### src/rtl/rope_pkg.sv
// Shared phase codes, FSM states, fixed-point constants and core group masks for the rope frame sequencer.
// Pure definitions, no state and no flow control of its own.
package rope_pkg;

   localparam int FRAC_BITS = 12;
   localparam int WORD      = 32;
   localparam int PIX_BITS  = 10;
   localparam int MAX_CORES = 32;

   typedef enum logic [1:0] {
      PH_IDLE = 2'd0,
      PH_INT  = 2'd1,
      PH_EVEN = 2'd2,
      PH_ODD  = 2'd3
   } phase_e;

   typedef enum logic [2:0] {
      ST_IDLE       = 3'd0,
      ST_INT_ISSUE  = 3'd1,
      ST_INT_WAIT   = 3'd2,
      ST_EVEN_ISSUE = 3'd3,
      ST_EVEN_WAIT  = 3'd4,
      ST_ODD_ISSUE  = 3'd5,
      ST_ODD_WAIT   = 3'd6,
      ST_SNAPSHOT   = 3'd7
   } state_e;

   // Red-black groups: neighbouring cores always land in different groups.
   function automatic logic [MAX_CORES-1:0] even_mask(input int cores);
      logic [MAX_CORES-1:0] m;
      m = '0;
      for (int i = 0; i < MAX_CORES; i++)
         m[i] = (i < cores) && (i % 2 == 0);
      return m;
   endfunction

   function automatic logic [MAX_CORES-1:0] odd_mask(input int cores);
      logic [MAX_CORES-1:0] m;
      m = '0;
      for (int i = 0; i < MAX_CORES; i++)
         m[i] = (i < cores) && (i % 2 == 1);
      return m;
   endfunction

endpackage

### src/rtl/rope_done_tracker.sv
// Pending-core register for one phase: load the group mask, strike cores as their done pulses arrive.
// All-done is combinational on the current done pulses; done bits outside the pending set are ignored.
module rope_done_tracker #(
   parameter int CORES = 4
) (
   input  logic             clk,
   input  logic             reset,
   input  logic             i_load,
   input  logic [CORES-1:0] i_load_mask,
   input  logic             i_track,
   input  logic [CORES-1:0] i_done,
   output logic             o_all_done
);

   logic [CORES-1:0] r_pending;
   logic [CORES-1:0] w_remaining;

   assign w_remaining = r_pending & ~i_done;
   assign o_all_done  = (w_remaining == '0);

   always_ff @(posedge clk) begin
      if (reset)
         r_pending <= '0;
      else if (i_load)
         r_pending <= i_load_mask;
      else if (i_track)
         r_pending <= w_remaining;
   end

endmodule

### src/rtl/rope_step_sequencer.sv
// Per-frame controller: latch clamped mouse, run integrate then ITERATIONS red-black relaxation passes, pulse snapshot.
// Frame start to ISSUE is 1 cycle; phases wait indefinitely on core_done; ticks arriving while busy are dropped and flagged.
module rope_step_sequencer
   import rope_pkg::*;
#(
   parameter int CORES      = 4,
   parameter int ITERATIONS = 8,
   parameter int MAX_X      = 639,
   parameter int MAX_Y      = 479
) (
   input  logic                clk,
   input  logic                reset,
   input  logic                frame_tick,
   input  logic [PIX_BITS-1:0] in_mouse_x,
   input  logic [PIX_BITS-1:0] in_mouse_y,
   input  logic [CORES-1:0]    core_done,
   output logic [CORES-1:0]    core_start,
   output logic [1:0]          core_phase,
   output logic [WORD-1:0]     mouse_x,
   output logic [WORD-1:0]     mouse_y,
   output logic                snapshot,
   output logic                busy,
   output logic                overrun
);

   localparam int                  IW        = $clog2(ITERATIONS + 1);
   localparam logic [IW-1:0]       LAST_PASS = IW'(ITERATIONS - 1);
   localparam logic [CORES-1:0]    ALL_MASK  = '1;
   localparam logic [CORES-1:0]    EVEN_MASK = CORES'(even_mask(CORES));
   localparam logic [CORES-1:0]    ODD_MASK  = CORES'(odd_mask(CORES));
   localparam logic [PIX_BITS-1:0] CLAMP_X   = PIX_BITS'(MAX_X);
   localparam logic [PIX_BITS-1:0] CLAMP_Y   = PIX_BITS'(MAX_Y);
   localparam int                  PAD       = WORD - PIX_BITS - FRAC_BITS;

   state_e              r_state;
   phase_e              r_phase;
   logic [CORES-1:0]    r_core_start;
   logic [IW-1:0]       r_iter;
   logic [WORD-1:0]     r_mouse_x;
   logic [WORD-1:0]     r_mouse_y;
   logic                r_snapshot;
   logic                r_busy;
   logic                r_overrun;

   logic                w_all_done;
   logic                w_load;
   logic                w_track;
   logic                w_pass_end;
   logic [PIX_BITS-1:0] w_clamp_x;
   logic [PIX_BITS-1:0] w_clamp_y;

   assign w_load  = (r_state == ST_INT_ISSUE) || (r_state == ST_EVEN_ISSUE) || (r_state == ST_ODD_ISSUE);
   assign w_track = (r_state == ST_INT_WAIT)  || (r_state == ST_EVEN_WAIT)  || (r_state == ST_ODD_WAIT);

   // A single core has no odd group, so the even wait closes the pass on its own.
   assign w_pass_end = w_all_done &&
                       ((r_state == ST_ODD_WAIT) || ((r_state == ST_EVEN_WAIT) && (CORES == 1)));

   assign w_clamp_x = (in_mouse_x > CLAMP_X) ? CLAMP_X : in_mouse_x;
   assign w_clamp_y = (in_mouse_y > CLAMP_Y) ? CLAMP_Y : in_mouse_y;

   // core_start is non-zero only in ISSUE cycles and then equals the group mask.
   rope_done_tracker #(
      .CORES (CORES)
   ) u_done_tracker (
      .clk         (clk),
      .reset       (reset),
      .i_load      (w_load),
      .i_load_mask (r_core_start),
      .i_track     (w_track),
      .i_done      (core_done),
      .o_all_done  (w_all_done)
   );

   always_ff @(posedge clk) begin
      if (reset) begin
         r_state      <= ST_IDLE;
         r_phase      <= PH_IDLE;
         r_core_start <= '0;
         r_iter       <= '0;
         r_mouse_x    <= '0;
         r_mouse_y    <= '0;
         r_snapshot   <= 1'b0;
         r_busy       <= 1'b0;
         r_overrun    <= 1'b0;
      end else begin
         r_core_start <= '0;
         r_snapshot   <= 1'b0;
         if (frame_tick && (r_state != ST_IDLE))
            r_overrun <= 1'b1;

         case (r_state)
            ST_IDLE: begin
               if (frame_tick) begin
                  r_mouse_x    <= {{PAD{1'b0}}, w_clamp_x, {FRAC_BITS{1'b0}}};
                  r_mouse_y    <= {{PAD{1'b0}}, w_clamp_y, {FRAC_BITS{1'b0}}};
                  r_busy       <= 1'b1;
                  r_iter       <= '0;
                  r_core_start <= ALL_MASK;
                  r_phase      <= PH_INT;
                  r_state      <= ST_INT_ISSUE;
               end
            end
            ST_INT_ISSUE:  r_state <= ST_INT_WAIT;
            ST_EVEN_ISSUE: r_state <= ST_EVEN_WAIT;
            ST_ODD_ISSUE:  r_state <= ST_ODD_WAIT;
            ST_INT_WAIT: begin
               if (w_all_done) begin
                  r_core_start <= EVEN_MASK;
                  r_phase      <= PH_EVEN;
                  r_state      <= ST_EVEN_ISSUE;
               end
            end
            ST_EVEN_WAIT, ST_ODD_WAIT: begin
               if (w_pass_end) begin
                  if (r_iter == LAST_PASS) begin
                     r_snapshot <= 1'b1;
                     r_phase    <= PH_IDLE;
                     r_state    <= ST_SNAPSHOT;
                  end else begin
                     r_iter       <= r_iter + 1'b1;
                     r_core_start <= EVEN_MASK;
                     r_phase      <= PH_EVEN;
                     r_state      <= ST_EVEN_ISSUE;
                  end
               end else if (w_all_done && (r_state == ST_EVEN_WAIT)) begin
                  r_core_start <= ODD_MASK;
                  r_phase      <= PH_ODD;
                  r_state      <= ST_ODD_ISSUE;
               end
            end
            ST_SNAPSHOT: begin
               r_busy  <= 1'b0;
               r_state <= ST_IDLE;
            end
            default: r_state <= ST_IDLE;
         endcase
      end
   end

   assign core_start = r_core_start;
   assign core_phase = r_phase;
   assign mouse_x    = r_mouse_x;
   assign mouse_y    = r_mouse_y;
   assign snapshot   = r_snapshot;
   assign busy       = r_busy;
   assign overrun    = r_overrun;

endmodule

### config.mk
export PLATFORM = sky130hd
export DESIGN_NAME = rope_step_sequencer
export DESIGN_NICKNAME = d
export VERILOG_FILES = /design/src/rtl/rope_pkg.sv /design/src/rtl/rope_done_tracker.sv /design/src/rtl/rope_step_sequencer.sv
export SDC_FILE = /design/constraint.sdc
export NUM_CORES = 1
export LEC_CHECK = 0
export ABC_AREA = 1
export ABC_CLOCK_PERIOD_IN_PS = 3500
export CORE_MARGIN = 5
export CORE_UTILIZATION = 40
export CTS_BUF_LIST = sky130_fd_sc_hd__clkbuf_2
export DETAILED_ROUTE_END_ITERATION = 8
export GPL_ROUTABILITY_DRIVEN = 0
export PLACE_DENSITY = 0.77
export REMOVE_ABC_BUFFERS = 1
export SETUP_SLACK_MARGIN = 0.1
export SLEW_MARGIN = 25
export SYNTH_ARGS = -nofsm -noshare
export SYNTH_HDL_FRONTEND = slang
export SYNTH_SLANG_ARGS = --single-unit
### constraint.sdc
create_clock -name clk -period 3.5 [get_ports clk]
set_input_delay 0.35 -clock clk [delete_from_list [all_inputs] [get_ports clk]]
set_output_delay 0.35 -clock clk [all_outputs]
set_load 0.03 [all_outputs]
== Word level (Yosys, flattened, before mapping) ==
Index checks and enable logic that the tools add are counted.

* Register bits: 40
* Bits in latches: 0
* Bits in writable memories: 0
* Memory bits (read-only): 0
* Input port bits: 27
* Output and inout port bits: 73
* Word-level logic and storage cells: 80
* Memories kept: 0

* Add/sub/neg operators: 1
* Multiply operators: 0
* Divide/modulo/power cells: 0
* Magnitude comparators: 2
* Equal/unequal tests: 13
* Shift operators: 0
* Muxes and demuxes: 29
* Bitwise logic cells: 4
* Reductions and logical operators: 21

{| class="wikitable"
|+ Operator list
! operator !! number
|-
| 4-bit two-way mux || 8
|-
| 3-bit two-way mux || 7
|-
| 3-bit case mux with 7 select lines || 1
|-
| 10-bit two-way mux || 2
|-
| 3-bit equality test (second input constant) || 4
|-
| 4-bit case mux with 3 select lines || 1
|-
| 10-bit greater-than comparator (second input constant) || 1
|-
| 10-bit by 9-bit greater-than comparator with 1-bit output (second input constant) || 1
|-
| 2-bit two-way mux || 5
|-
| 2-bit inequality test (second input constant) || 4
|-
| 4-bit case mux with 2 select lines || 1
|-
| 4-bit AND reduction || 2
|-
| 3-bit by 2-bit equality test with 1-bit output (second input constant) || 2
|-
| 2-bit case mux with 3 select lines || 1
|-
| 2-bit nonzero test || 3
|-
| 3-bit nonzero test || 2
|-
| 4-bit by 1-bit adder with 4-bit output (second input constant) || 1
|-
| 4-bit AND || 1
|-
| 4-bit by 3-bit equality test with 1-bit output (second input constant) || 1
|-
| 4-bit zero test || 1
|-
| 1-bit logical OR || 4
|-
| 4-bit NOT || 1
|-
| 2-bit AND reduction || 2
|-
| 3-bit by 1-bit equality test with 1-bit output (second input constant) || 1
|-
| other kinds (9) || 13
|}

== Depth between registers and ports, before layout ==
* Word-level depth: 7
* Mapped depth: 10
* Depth with buffers taken out: 10

== Cells and area by module ==
From an unflattened synthesis, not the netlist that was laid out.

* Cells, all modules: 284
* Area, all modules: 2068.2 um^2

{| class="wikitable"
|+ By module, submodules not included
! module !! instances !! cells an instance !! area each (um^2) !! seq. area each (um^2)
|-
| rope_step_sequencer || 1 || 242 || 1840.5 || 680.7
|-
| rope_done_tracker || 1 || 42 || 227.7 || 80.1
|}

== Least setup slack after synthesis ==
OpenSTA, ideal clock, no wires.

* Path kind: register to register
* From: register r_iter[0]
* To: register r_iter[2]
* Library setup time: 0.132 ns
* Data arrival time: 1.104 ns
* Path slack: 2.264 ns
* Stages on the path, launching flop included: 10
* Buffers on the path: 0
* Clock period less this slack: 1.236 ns
* Cell sequence: dfxtp_1 > ha_1 > nand2_1 > nor2_1 > inv_1 > nand2_2 > a21boi_4 > nand2_2 > nand2_1 > a21oi_1

* Word-level cells in the longest chain between the ends: 4
* Elaborated cells on any way between the ends: 7

{| class="wikitable"
|+ Ends and longest elaborated chain
! item !! RTL line !! source
|-
| start, declared || rope_step_sequencer.sv:38 || <nowiki>logic [IW-1:0] r_iter;</nowiki>
|-
| start signal, assigned || rope_step_sequencer.sv:121 || <nowiki>r_iter <= r_iter + 1'b1;</nowiki>
|-
| 4-bit by 1-bit adder with 4-bit output || rope_step_sequencer.sv:121 ||
|-
| 4-bit two-way mux || rope_step_sequencer.sv:116 || <nowiki>if (r_iter == LAST_PASS) begin</nowiki>
|-
| 4-bit two-way mux || rope_step_sequencer.sv:115 || <nowiki>if (w_pass_end) begin</nowiki>
|-
| 4-bit case mux with 2 select lines || rope_step_sequencer.sv:92 || <nowiki>case (r_state)</nowiki>
|}

Several ways; a longest one is shown, not always the timed one. The select of a mux whose other input is x is not followed.
A chain may end at the register's enable or synchronous reset.

== Worst setup path in the final report ==
* From: register r_mouse_x[17] (netlist: mouse_x[17])
* To: output mouse_x[17]

{| class="wikitable"
|+ RTL lines
! item !! RTL line !! source
|-
| start, declared || rope_step_sequencer.sv:39 || <nowiki>logic [WORD-1:0] r_mouse_x;</nowiki>
|-
| start signal, assigned || rope_step_sequencer.sv:95 || <nowiki>r_mouse_x <= {{PAD{1'b0}}, w_clamp_x, {FRAC_BITS{1'b0}}};</nowiki>
|-
| end, declared || rope_step_sequencer.sv:19 || <nowiki>output logic [WORD-1:0] mouse_x,</nowiki>
|}

No word-level cell between the ends.

==> impl_metrics.toml <==
[run_status]
status = "complete, no violations"

[synthesis]
synth_top_area_cell = "dfxtp_1"
synth-seq-cells = 38
yosys_warnings = 0
ys_seq_area_share_pct = 37.5
yosysUniqueCellTypes = 27
syn-instance-count = 272
syn-cell-area_um2 = 2030
netlist.area_leader.share_pct = 37.5
ys_top_cells_by_area = "dfxtp_1 38%, buf_4 17%, nand2_1 7.8%, a21oi_1 6.7%, o21ai_0 5.7%"
syn_area_per_cell_um2 = 7.46

[floorplanning]
io-pin-count = 100
die_width_um = 81.2
dieArea_um2 = 6590
core_um2 = 5010
rows = 26
die_y_um = 81.2
start_util_pct = 40.5

[cts]
cts_resized = 0
path_clk_slew_ps = 190
insertion_delay_ps = 380
cts_tree = "done"
cts_root_buffer = "clkbuf_2"
cts.path.max_buffers = 2
cts_buffers = 5
cts.sinks = 38
cts_htree_levels = 2
hold_buffers = 0
cts_setup_buffers = 0

[cells_and_area]
multi_input_area_um2 = 930
finalNetCount = 353
final_cell_mix = "55 x clkdlybuf4s50_1, 44 x conb_1, 42 x nand2_1"
layout.area.seq_um2 = 761
area_growth_pct = 22.0
drive_above_1_share_pct = 7.98
fillers = 495
insertedDiodeCount = 0
final_common_cell = "clkdlybuf4s50_1"
final_area_um2 = 2470

[sta]
relSlewSlack_pct = 56.0
fin_crit_sh_pct = 51.8
fin_crit_ps = 1810
fmax_mhz = 552
tightestPinTransition_ps = 652
finalSetupViolCount = 0
report.final.hold_viol_count = 0
fin_tns_setup_ps = 0
report.final.slew_viol_count = 0
rsz0062_at_grt = "false"
skew_ps = 15.9

[setup_path]
cp_max_fo = 2
r2r_slack_ps = 1860
crit_type = "flop to primary output"
critPathLaunch = "mouse_x[17]"
path_buf_inv = 1
path_cells = "clkdlybuf4s50_1"
critPathMaxStageDelay_ps = 680
reg2reg_from = "r_state[1]"
end_kind = "primary output"
r2r_end = "mouse_y[18]"
crit_slowest_cell = "clkdlybuf4s50_1"
crit_family = "buffers and inverters"
cp_data_required_time_ps = 3150
cp.arrival_ps = 1460
start_kind = "flop"
reg2regPathDepth = 6
worstSetupPathDepth = 1
endpoint = "mouse_x[17]"

[detailed_routing]
dr.pass1.iters = 4
wl_per_cell_um = 10.8
drt_iter0_markers = 87
via_per_inst = 4.35
drc = 0
drt-total-wl_um = 4280
ant_nets = 0
vias = 1724

[power]
swShare_pct = 46.9
p_clk_share_pct = 10.4
p_int_w = 0.000949
ir_drop_v = 0.000359
pwr-share-seq_pct = 36.9
pwr-share-comb_pct = 52.7
power_switching_w = 0.000837
leakagePower_nw = 1.06
power.density_nw_per_um2 = 722

[worst_hold_path]
hp-class = "flop to flop"
min-delay-start = "core_phase[0]"

[global_routing]
grt_max_degree = 23
grt_usage_pct = 13.2
grt_pass1_wl_um = 6730
grt-ovfl-total = 0
grt_antenna_before_repair = 0
grt_pass1_vias = 1547

[placed_design]
place.port_buffers = 55
post_dp_cell_area_um2 = 2430
hpwl_um = 3320

[flow_run]
max_cap_viol_count = 0
power groups by stage:
| stage | combinational [W] | sequential [W] | clock (W) |
|---|---|---|---|
| detailed placement | 0.000945 | 0.000669 | 0 |
| global placement | 0.000935 | 0.000666 | 0 |
| global route | 0.00104 | 0.000682 | 0.000211 |
| finish | 0.000941 | 0.000660 | 0.000186 |
| CTS | 0.000948 | 0.000661 | 0.000193 |
| floorplan | 0.000458 | 0.000839 | 0 |
flip-flops by register name (all words and copies together), names as in the netlist:
| register | cells |
|---|---|
| busy | 1 |
| overrun | 1 |
| r_state | 3 |
| mouse_y | 10 |
| u_done_tracker.r_pending | 4 |
| mouse_x | 10 |
| core_start | 2 |
| snapshot | 1 |
| core_phase | 2 |
| r_iter | 4 |
cell families after synthesis:
| family | Yosys count | share of synthesized area [%] |
|---|---|---|
| adder cells (fa/ha/maj) | 1 | 0.617 |
| AO/OA/AOI/OAI | 61 | 16.6 |
| flip-flops | 38 | 37.5 |
| AND/OR/NAND/NOR | 92 | 20.5 |
| other | 1 | 0.185 |
| buffers and inverters | 79 | 24.6 |
metal layers:
layer	GRT usage, %	wire [um]	vias up
met5	0	0	-
met4	5.07	28	0
met3	4.88	376	2
met2	21.4	2020	73
met1	15.7	1860	748
li1	-	-	901
Yosys cell counts, drive strengths merged:
library cell and n:
nor3 1, dfxtp 38, conb 1, nand4 1, nand3b 1, o21ai 25
clkbuf 3, or2 1, o211ai 1, nor2 24, inv 26, buf 50
a21boi 1, ha 1, nand2 46, a31oi 6, a21oi 27, a41oi 1
nand3 18
how the worst min path moves through the flow:
stage                     to  slack (ps)  depth (start not counted)
6_report       core_phase[0]         460                          2
5_1_grt          mouse_y[21]         490                          2
4_1_cts        core_phase[0]         460                          2
3_5_place_dp   core_phase[0]         440                          2
3_3_place_gp   core_phase[0]         440                          2
2_1_floorplan           busy         420                          1
stage by stage:
| step | hold WS (ps) | util (%) | std cells | worst slack (ps) | power [W] |
|---|---|---|---|---|---|
| after floorplan | 419 | - | 262 | 2160 | 0.00130 |
| after global placement | 437 | 48.6 | 388 | 1580 | 0.00160 |
| after detailed placement | 442 | 48.6 | 388 | 1530 | 0.00161 |
| after CTS | 465 | 49.4 | 396 | 1660 | 0.00180 |
| after global routing | 486 | 49.4 | 396 | 1590 | 0.00194 |
| final | 460 | 49.4 | 396 | 1690 | 0.00179 |
final cells by class:
class,count,share of cell area [%]
Inverter,26,3.94
Clock inverter,3,0.657
Timing Repair Buffer,56,22.5
Sequential cell,38,30.7
Multi-Input combinational cell,198,37.6
Clock buffer,5,1.01
Tap cell,70,3.54
Power figures use the tool's default switching activity.
